===== config.mk =====
export PLATFORM = sky130hd
export DESIGN_NAME = imem_arbiter
export DESIGN_NICKNAME = d
export VERILOG_FILES = /design/src/rtl/imem_arbiter.sv
export SDC_FILE = /design/constraint.sdc
export NUM_CORES = 1
export LEC_CHECK = 0
export CAP_MARGIN = 30
export CORE_AREA = 2 2 103 105
export DETAILED_ROUTE_END_ITERATION = 8
export DIE_AREA = 0 0 105 107
export PLACE_DENSITY = 0.73
export SYNTH_ARGS = -nofsm -noshare
export SYNTH_HDL_FRONTEND = slang
export SYNTH_SLANG_ARGS = --single-unit
export TNS_END_PERCENT = 50

===== constraint.sdc =====
create_clock -name i_clk -period 1.4 [get_ports i_clk]
set_input_delay 0.14 -clock i_clk [delete_from_list [all_inputs] [get_ports i_clk]]
set_output_delay 0.14 -clock i_clk [all_outputs]
set_load 0.005 [all_outputs]

===== src/rtl/imem_arbiter.sv =====
// Arbiter sharing the single-port, synchronous-read instruction memory between
// the fetch stage and the program loader, with a boot phase and a fetch starvation guard.
module imem_arbiter #(
  parameter int ADDR_W   = 32,
  parameter int DATA_W   = 32,
  parameter int MAX_WAIT = 4
) (
  input  logic              i_clk,
  input  logic              i_reset,
  input  logic              i_boot_done,
  input  logic              i_f_req,
  input  logic [ADDR_W-1:0] i_f_addr,
  output logic              o_f_gnt,
  output logic              o_f_rvalid,
  output logic [DATA_W-1:0] o_f_rdata,
  input  logic              i_l_req,
  input  logic              i_l_we,
  input  logic [ADDR_W-1:0] i_l_addr,
  input  logic [DATA_W-1:0] i_l_wdata,
  output logic              o_l_gnt,
  output logic              o_l_rvalid,
  output logic [DATA_W-1:0] o_l_rdata,
  output logic              o_m_en,
  output logic              o_m_we,
  output logic [ADDR_W-1:0] o_m_addr,
  output logic [DATA_W-1:0] o_m_wdata,
  input  logic [DATA_W-1:0] i_m_rdata,
  output logic              o_running
);

  localparam int               CNT_W   = $clog2(MAX_WAIT + 1);
  localparam logic [CNT_W-1:0] MAX_CNT = CNT_W'(MAX_WAIT);

  typedef enum logic { ST_BOOT, ST_RUN } state_t;
  typedef enum logic [1:0] { OWN_NONE, OWN_FETCH, OWN_LOADER } owner_t;

  state_t           state;
  logic             running_q;
  logic [CNT_W-1:0] starve_cnt;
  owner_t           owner;

  logic f_gnt;
  logic l_gnt;
  logic forced;

  // Grants are combinational so a winning request is served in its own cycle.
  always_comb begin
    // NOTE: every variable gets a default first, so no path can infer a latch.
    f_gnt  = 1'b0;
    l_gnt  = 1'b0;
    forced = 1'b0;
    if (!i_reset) begin
      if (state == ST_BOOT) begin
        l_gnt = i_l_req;
      end else begin
        forced = i_f_req && (starve_cnt == MAX_CNT);
        f_gnt  = i_f_req && (forced || !i_l_req);
        l_gnt  = i_l_req && !f_gnt;
      end
    end
  end

  always_comb begin
    o_m_en    = f_gnt | l_gnt;
    o_m_we    = 1'b0;
    o_m_addr  = '0;
    o_m_wdata = '0;
    if (f_gnt) begin
      o_m_addr = i_f_addr;
    end else if (l_gnt) begin
      o_m_we    = i_l_we;
      o_m_addr  = i_l_addr;
      o_m_wdata = i_l_wdata;
    end
  end

  always_ff @(posedge i_clk) begin
    // NOTE: sequential state uses non-blocking assignments so every register
    // samples pre-edge values regardless of statement order.
    if (i_reset) begin
      state      <= ST_BOOT;
      running_q  <= 1'b0;
      starve_cnt <= '0;
      owner      <= OWN_NONE;
    end else begin
      if (f_gnt)                owner <= OWN_FETCH;
      else if (l_gnt && !i_l_we) owner <= OWN_LOADER;
      else                       owner <= OWN_NONE;

      case (state)
        ST_BOOT: begin
          starve_cnt <= '0;
          if (i_boot_done) begin
            state     <= ST_RUN;
            running_q <= 1'b1;
          end
        end
        ST_RUN: begin
          if (i_f_req && !f_gnt)
            starve_cnt <= (starve_cnt == MAX_CNT) ? starve_cnt : starve_cnt + 1'b1;
          else
            starve_cnt <= '0;
        end
        default: begin
          state     <= ST_BOOT;
          running_q <= 1'b0;
        end
      endcase
    end
  end

  // Reset gates the registered status so nothing in flight leaks while it is held.
  assign o_f_gnt    = f_gnt;
  assign o_l_gnt    = l_gnt;
  assign o_f_rvalid = (owner == OWN_FETCH) && !i_reset;
  assign o_l_rvalid = (owner == OWN_LOADER) && !i_reset;
  assign o_f_rdata  = i_m_rdata;
  assign o_l_rdata  = i_m_rdata;
  assign o_running  = running_q && !i_reset;

  a_one_grant : assert property (@(posedge i_clk) !(f_gnt && l_gnt));
  a_cnt_range : assert property (@(posedge i_clk) starve_cnt <= MAX_CNT);

endmodule


After elaboration in Yosys (flattened, before gate mapping)
Cells that the tools add are included.

Muxes and demuxes: 17. Add/subtract/negate cells: 1. Bitwise gates (word level): 2. Equal/unequal tests: 4. Reduce and logical (&&, ||, !) cells: 16.

Operators by type and width (count): $mux W32 (4); $mux W1 (9); $logic_and A1 B1 Y1 (8); $mux W3 (2); $pmux W3 S2 (1); $logic_not A1 Y1 (5); $add A3 B1 Y3 const B (1); $eq A3 B3 Y1 const B (1); $ne A3 B3 Y1 const B (1); $eq A2 B1 Y1 const B (1); $eq A2 B2 Y1 const B (1); $mux W2 (1); $reduce_and A2 Y1 (1); $reduce_or A2 Y1 (1); $logic_or A1 B1 Y1 (1); $not A1 Y1 (1); $or A1 B1 Y1 (1).

Output and inout bits: 135. Bits in registers: 7. Word-level logic and storage cells: 45. Input port bits: 134.

Logic depth before layout (Yosys ltp)
Gate-level depths: netlist of the first run.

Word-level depth: 11. Depth in mapped cells: 6. Mapped depth without buffers: 5.

Least setup slack after synthesis of the first run
OpenSTA, ideal clock, no wires.

Path kind: reg2out. From: register starve_cnt[0]. To: output port o_m_addr[22]. Data required time: 1.260 ns. Cell stages (with the launch flop): 7. Path slack: -0.126 ns. Arrival: 1.386 ns. Path buffers: 1. Path through: dfxtp_1 -> inv_1 -> ha_1 -> nand2_2 -> a211oi_4 -> buf_6 -> a22o_1.

RTL lines: start: declaration (line 39) `logic [CNT_W-1:0] starve_cnt;`; start signal: assignment (line 100) `starve_cnt <= (starve_cnt == MAX_CNT) ? starve_cnt : starve_cnt + 1'b1;`; $eq A3 B3 Y1 (line 56) `forced = i_f_req && (starve_cnt == MAX_CNT);`; $logic_and A1 B1 Y1 (line 56); $logic_or A1 B1 Y1 (line 57) `f_gnt = i_f_req && (forced || !i_l_req);`; $logic_and A1 B1 Y1 (line 57); $mux W1 (line 53) `if (state == ST_BOOT) begin`; $mux W1 (line 52) `if (!i_reset) begin`; named net o_f_gnt (line 13) `output logic o_f_gnt,`; $mux W32 (line 68) `if (f_gnt) begin`; end: declaration (line 25) `output logic [ADDR_W-1:0] o_m_addr,`.

The timed path passes the listed nets, and every way through them passes these cells.

Final worst setup path of the first run
From: register starve_cnt[0]. To: output port o_m_addr[0].

Cells in the longest elaborated chain, start to end: 10.

Ends and longest elaborated chain: $eq A3 B3 Y1 (*) (line 56); $logic_and A1 B1 Y1 (*) (line 56); $logic_or A1 B1 Y1 (*) (line 57); $logic_and A1 B1 Y1 (*) (line 57); $logic_not A1 Y1 (line 58) `l_gnt = i_l_req && !f_gnt;`; $logic_and A1 B1 Y1 (line 58); $mux W1 (line 53); $mux W1 (line 52); $mux W32 (line 70) `end else if (l_gnt) begin`; $mux W32 (*) (line 68).

Mark *: on every way between the ends. The rest lies on a longest branch, timed or not.

==> results of run 1 <==
## worst max-delay path, stage by stage, from the launching register on
cell and delay (ns):
dfxtp_2 0.33, inv_2 0.04, ha_4 0.17, nand2_4 0.08, a211oi_4 0.07, buf_6 0.15, buf_16 0.13, buf_6 0.11
buf_6 0.10, a22o_4 0.23, buf_6 0.11
## flip-flops by register name, summed over array words and instances, names as in the netlist
name        flops
owner           2
starve_cnt      3
running_q       1
state           1
## final timing paths
| check | cells after the start | startpoint | slack (ns) | to |
|---|---|---|---|---|
| max | 10 | starve_cnt[0] | -0.49 | o_m_addr[0] |
| min | 0 | i_m_rdata[14] | 0.28 | o_f_rdata[14] |
| max reg2reg | 8 | starve_cnt[0] | -0.02 | owner[1] |
| min reg2reg | 2 | running_q | 0.49 | running_q |
## final cells by class
type	count	area (um2)
fill	1064	6760
timing repair buffer	215	2170
inverter	3	11.3
tap	136	170
sequential	7	144
multi-input combinational	88	798
clock buffer	4	45.0
## layer usage
metal,vias up,track usage,wire [um]
li1,815,-,-
met1,815,0.125,2820
met2,122,0.251,4330
met3,25,0.0359,718
met4,0,0.0419,220
met5,-,0,0
## what timing repair did
action                                  in CTS  in global routing
gates cloned                                 7                  4
endpoints found under the hold margin        0                  0
endpoints found under the setup margin      71                 69
hold buffers                                 0                  0
buffers inserted                            17                  4
resized for setup                          308                 40
pin swaps                                   38                 24
## placed cells by master (no fill, tap or decap), drive strengths merged
cell	instances
and2	33
inv	3
a22o	32
nor3b	2
clkdlybuf4s50	98
and3	1
buf	98
nor2	5
dlymetal6s2s	1
nor4b	1
nand2	2
nand2b	1
a21oi	1
a41oi	1
clkdlybuf4s15	1
or2	1
dlygate4sd2	6
clkbuf	15
a211oi	2
nor2b	2
nor3	1
ha	2
dfxtp	7
mux2i	1
## power breakdown
part           internal (mW)  leakage [nW]  switching (mW)
combinational          0.549          1.46           0.243
clock                  0.197        0.0228          0.0877
sequential             0.207        0.0588         0.00460
total                  0.953          1.54           0.336
## through the flow
step	TNS, ns	worst slack (ns)	utilization	hold slack [ns]	cells
6_report	-25.15	-0.485	0.331	0.280	453
3_3_place_gp	-47.32	-0.825	0.286	0.280	420
2_1_floorplan	0	0.00897	-	0.212	173
4_1_cts	-27.12	-0.500	0.325	0.280	448
5_1_grt	-29.29	-0.539	0.331	0.280	453
3_5_place_dp	-49.91	-0.854	0.286	0.280	420
## cells by family (layout without fill, tap and decap cells)
| kind of cell | count (synthesis) | count (layout) | synth area share |
|---|---|---|---|
| DFF | 7 | 7 | 0.0988 |
| muxes | 1 | 1 | 0.00706 |
| AOI/OAI and AO/OA | 36 | 36 | 0.243 |
| and+or+nand+nor | 49 | 49 | 0.216 |
| buffers and inverters | 78 | 222 | 0.417 |
| adders and majority gates | 2 | 2 | 0.0176 |
==> out/qor.yml, run 1 <==
status: "finished, violations left"
violations: "negative setup slack"
first_global_vias: 1943
synth-seq-area-share: 0.0989
n_antenna_cell: 0
finalPower_mw: 1.29
viasPerCell: 3.92
synth_edf_count: 0
syn-mean-instance-area_um2: 8.19
cts_tree: "done"
slew_headroom: 0.834
synth_common_cells: "buf_4 (64), and2_1 (33), a22o_1 (29), dfxtp_1 (7), buf_6 (6)"
cts_buffers: 3
drt_iter0_drc: 68
wire_per_inst_um: 17.8
hp-class: "in -> out"
clkTransAtPathRegs_ns: 0.04
placed_area_um2: 2890
critPathArrivalTime_ns: 1.75
ant_nets: 0
grt_start_max_net_pins: 28
synth_top_cell_by_area: "buf_4"
fin_skew_ns: 0.000338
drive_gt1_frac: 0.483
crit_path_max_fanout: 5
final.period_utilization: 1.35
setup_violations: 69
synth_nets: 309
synth_flop_cell: "dfxtp_1"
io_pins: 269
design_area_um2: 3340
core_area_um2: 10100
num_vias: 1777
synthTopCellsByArea: "buf_4 (34%), a22o_1 (18%), and2_1 (15%), dfxtp_1 (9.9%), buf_6 (4.8%)"
power_density_nw_per_um2: 386
htreeDepth: 1
grt_pass1_wl_um: 11000
hold_violations: 0
drv_slew: 0
yosysTopAreaCellShare: 0.339
crit_path_end_kind: "output port"
routed_wl_um: 8080
synthCells: 173
rsz0062_at_grt: "true"
overflow: 0
yosys_warnings: 0
fmax_mhz: 530
ys_types: 25
die_area_um2: 11200
start_kind: "register"
numClockSinks: 7
drc: 0
cts-root-buf: "clkbuf_8"
port_buffers: 172
ir_drop_uv: 229
area_growth_pct: 135
maxCapViolations: 0
yosysMostFrequentCell: "buf_4"
die_height_um: 107
dp_hpwl_um: 5270
cellLeakagePower_nw: 1.54
initial_core_util: 0.140
cts_buffer_depth: 2
setup_ws_ns: -0.485
tightest_slew_ns: 0.245
nets: 454
ys_seq_elements: 7
gp_congestion: 0.779
period_needed_ns: 1.89
critical_path_required_ns: 1.26
antenna_found_initial: 0
firstDrtPassIters: 3
die_w_um: 105
synth_area_um2: 1420
synthArstFlopShare: 0
worstSetupPathType: "reg -> out"
clock_latency_ns: 0.23
grtUsageTotal: 0.127
std_cell_rows: 37
Power figures use the tool's default switching activity.
==> inputs of run 2 (changes only) <==
- HOLD_SLACK_MARGIN: default -> 0.12
==> results of run 2 <==
Final layout, timing and power as in run 1 (identical DEF).
==> inputs of run 3 (changes only) <==
- CAP_MARGIN: 30 -> default
- CORE_AREA: 2 2 103 105 -> 2 2 104 106
- DIE_AREA: 0 0 105 107 -> 0 0 106 108
- PLACE_DENSITY: 0.73 -> 0.7
- clock period: 1.4 -> 1.8 ns (I/O delays scaled with it)
==> run 3 against run 2 <==
  * The run still ends with negative setup slack left
  * Die area up 1.9%
  * Via count up 2.0%
  * Sequential cell count unchanged
  * Worst hold slack improved by 0.080 ns
  * Critical endpoint is now o_m_addr[14]
  * Clock skew hardly changed
  * Critical path type unchanged
  * Largest power group unchanged
  * Power decreased by 25%
==> out/qor.yml, run 3 (synthesized netlist as in run 1, its figures left out) <==
status: "finished, violations left"
violations: "negative setup slack"
port_buffers: 172  # unchanged
drv_slew: 0  # unchanged
hp-class: "in -> out"
finalPower_mw: 0.969  # -25%
cts-root-buf: "clkbuf_8"
grt_use_met3: 0.0561  # +0.0202
drt_iter0_drc: 69  # +1.5%
r2r_start: "starve_cnt[0]"
dp_hpwl_um: 5210  # -1.2%
gr-usage-met1: 0.126  # +0.000679
r2r_end: "owner[1]"
cpMostUsedCell: "buf_6"
slew_headroom: 0.830  # -0.00395
fin_skew_ns: 0.000786  # +0.000448 ns
hp-start: "i_m_rdata[24]"
viasPerCell: 4.00  # +2.0%
setup_violations: 60  # -13%
final_common_cell: "clkdlybuf4s50_1"
core_area_um2: 10200  # +1.4%
first_global_vias: 1878  # -3.3%
tightest_slew_ns: 0.255  # +0.00937 ns
max_stage_delay_ns: 0.32  # about the same
die_area_um2: 11400  # +1.9%
cts_buffer_depth: 2  # unchanged
layout_common_cells: "clkdlybuf4s50_1 (101), buf_2 (45), a22o_1 (29)"
rsz0062_at_grt: "true"
numClockSinks: 7  # unchanged
regMostFlops: "starve_cnt"
gp_congestion: 0.712  # -8.6%
grt_start_max_net_pins: 24  # -14%
reg_top3: "starve_cnt: 3 flops, owner: 2 flops"
worstHoldPathCells: 0  # unchanged
wire_per_inst_um: 17.0  # -5.0%
holdBufCountCts: 0  # unchanged
critical_path_required_ns: 1.62  # +0.36 ns
worstPathCellList: "inv_2 -> ha_4 -> nand2_4 -> a211oi_4 -> buf_6 -> buf_6 -> buf_12 -> buf_16 -> a22o_1 -> buf_2"
grt_pass1_wl_um: 10600  # -3.8%
die_w_um: 106  # +0.95%
overflow: 0  # unchanged
startpoint: "starve_cnt[0]"
nets: 454  # unchanged
crit_path_top_delay_cell: "dfxtp_2"
setup_tns_ns: -4.28  # +20.87 ns
worstSetupPathType: "reg -> out"
rrSetupSlack_ns: 0.45  # +0.47 ns
num_vias: 1812  # +2.0%
start_kind: "register"
clock_latency_ns: 0.23  # about the same
path_buf_inv: 6  # unchanged
hold_path_end: "o_f_rdata[24]"
antenna_found_initial: 3  # +3
largest_reg_flops: 3  # unchanged
critPathArrivalTime_ns: 1.78  # +0.03 ns
firstDrtPassIters: 4  # +1
cp_top_family: "buffers and inverters"
grtUsageTotal: 0.122  # -0.00485
maxCapViolations: 0  # unchanged
final.period_utilization: 1.09
clkTransAtPathRegs_ns: 0.04  # about the same
std_cell_rows: 37  # unchanged
drive_gt1_frac: 0.464  # -0.0189
period_needed_ns: 1.96
cts_buffers: 3  # unchanged
crit_path_end_kind: "output port"
power_density_nw_per_um2: 298  # -23%
htreeDepth: 1  # unchanged
die_height_um: 108  # +0.93%
r2r_cells: 7  # -1
drc: 0  # unchanged
setup_ws_ns: -0.157  # +0.328 ns
routed_wl_um: 7680  # -5.0%
hold_violations: 0  # unchanged
initial_core_util: 0.139  # -0.00191
grt_use_met2: 0.221  # -0.0302
io_pins: 269  # unchanged
cts_tree: "done"
fmax_mhz: 511
n_antenna_cell: 0  # unchanged
ant_nets: 0  # unchanged
area_growth_pct: 129
top_usage_layer: "met2"
cellLeakagePower_nw: 1.49  # -3.1%
crit_path_max_fanout: 6  # +1
ir_drop_uv: 159  # -31%
==> run 3: cell types whose count changed in the layout (fill, tap and decap cells not counted), sizes merged <==
cell           previous run  this run
clkdlybuf4s15             1         0
buf                      98       103
clkbuf                   15        11
dlygate4sd2               6         4
clkdlybuf4s50            98       101
dlymetal6s2s              1         0
==> run 3: how the worst max path moves through the flow <==
| stage | end | slack (ns) | cells after the start |
|---|---|---|---|
| 6_report | o_m_addr[14] | -0.16 | 10 |
| 5_1_grt | o_m_addr[8] | -0.22 | 10 |
| 4_1_cts | o_m_addr[27] | -0.15 | 10 |
| 3_5_place_dp | o_m_addr[25] | -0.54 | 6 |
| 3_3_place_gp | o_m_addr[25] | -0.56 | 6 |
| 2_1_floorplan | o_m_addr[22] | 0.23 | 6 |
==> run 3: through the flow <==
step	worst slack [ns]	instance area, um2	utilization	hold WS, ns	cells
global placement	-0.565	2850	0.279	0.360	421
floorplan	0.234	1420	-	0.252	173
finish	-0.157	3250	0.318	0.360	453
detailed placement	-0.543	2850	0.279	0.360	421
CTS	-0.146	3100	0.303	0.360	448
global route	-0.222	3250	0.318	0.360	453
==> run 3: final cells by class <==
| cell class | instances | area, um2 |
|---|---|---|
| fillers | 1093 | 6980 |
| repair buffers | 215 | 2130 |
| multi-input cells | 88 | 751 |
| well taps | 136 | 170 |
| flip-flops and latches | 7 | 144 |
| clock buffers | 4 | 45.0 |
| inverters | 3 | 11.3 |
==> run 3: power breakdown <==
part	switching, mW	total, mW	internal (mW)
clock	0.0690	0.222	0.153
combinational	0.173	0.582	0.409
sequential	0.00335	0.165	0.161
==> run 3: timing repair <==
item | in CTS | in global routing
gates cloned | 7 | 2
setup endpoints to repair | 70 | 65
setup buffers | 16 | 3
resized for setup | 269 | 61
pin swaps | 31 | 24
endpoints found under the hold margin | 0 | 0
==> run 3: layer usage <==
metal  routed length (um)  share of wire  vias to the layer above
li1                     -              -                      816
met1                 2770           0.36                      815
met2                 3680           0.48                      144
met3                 1020           0.13                       31
met4                  162          0.021                        6
met5                   44         0.0057                        -
==> run 3: worst reg2reg max path, stage by stage (launching register included) <==
cell	delay, ns
dfxtp_2	0.32
inv_2	0.07
ha_4	0.17
a41oi_4	0.15
buf_12	0.17
buf_16	0.13
buf_8	0.13
nor2b_1	0.12
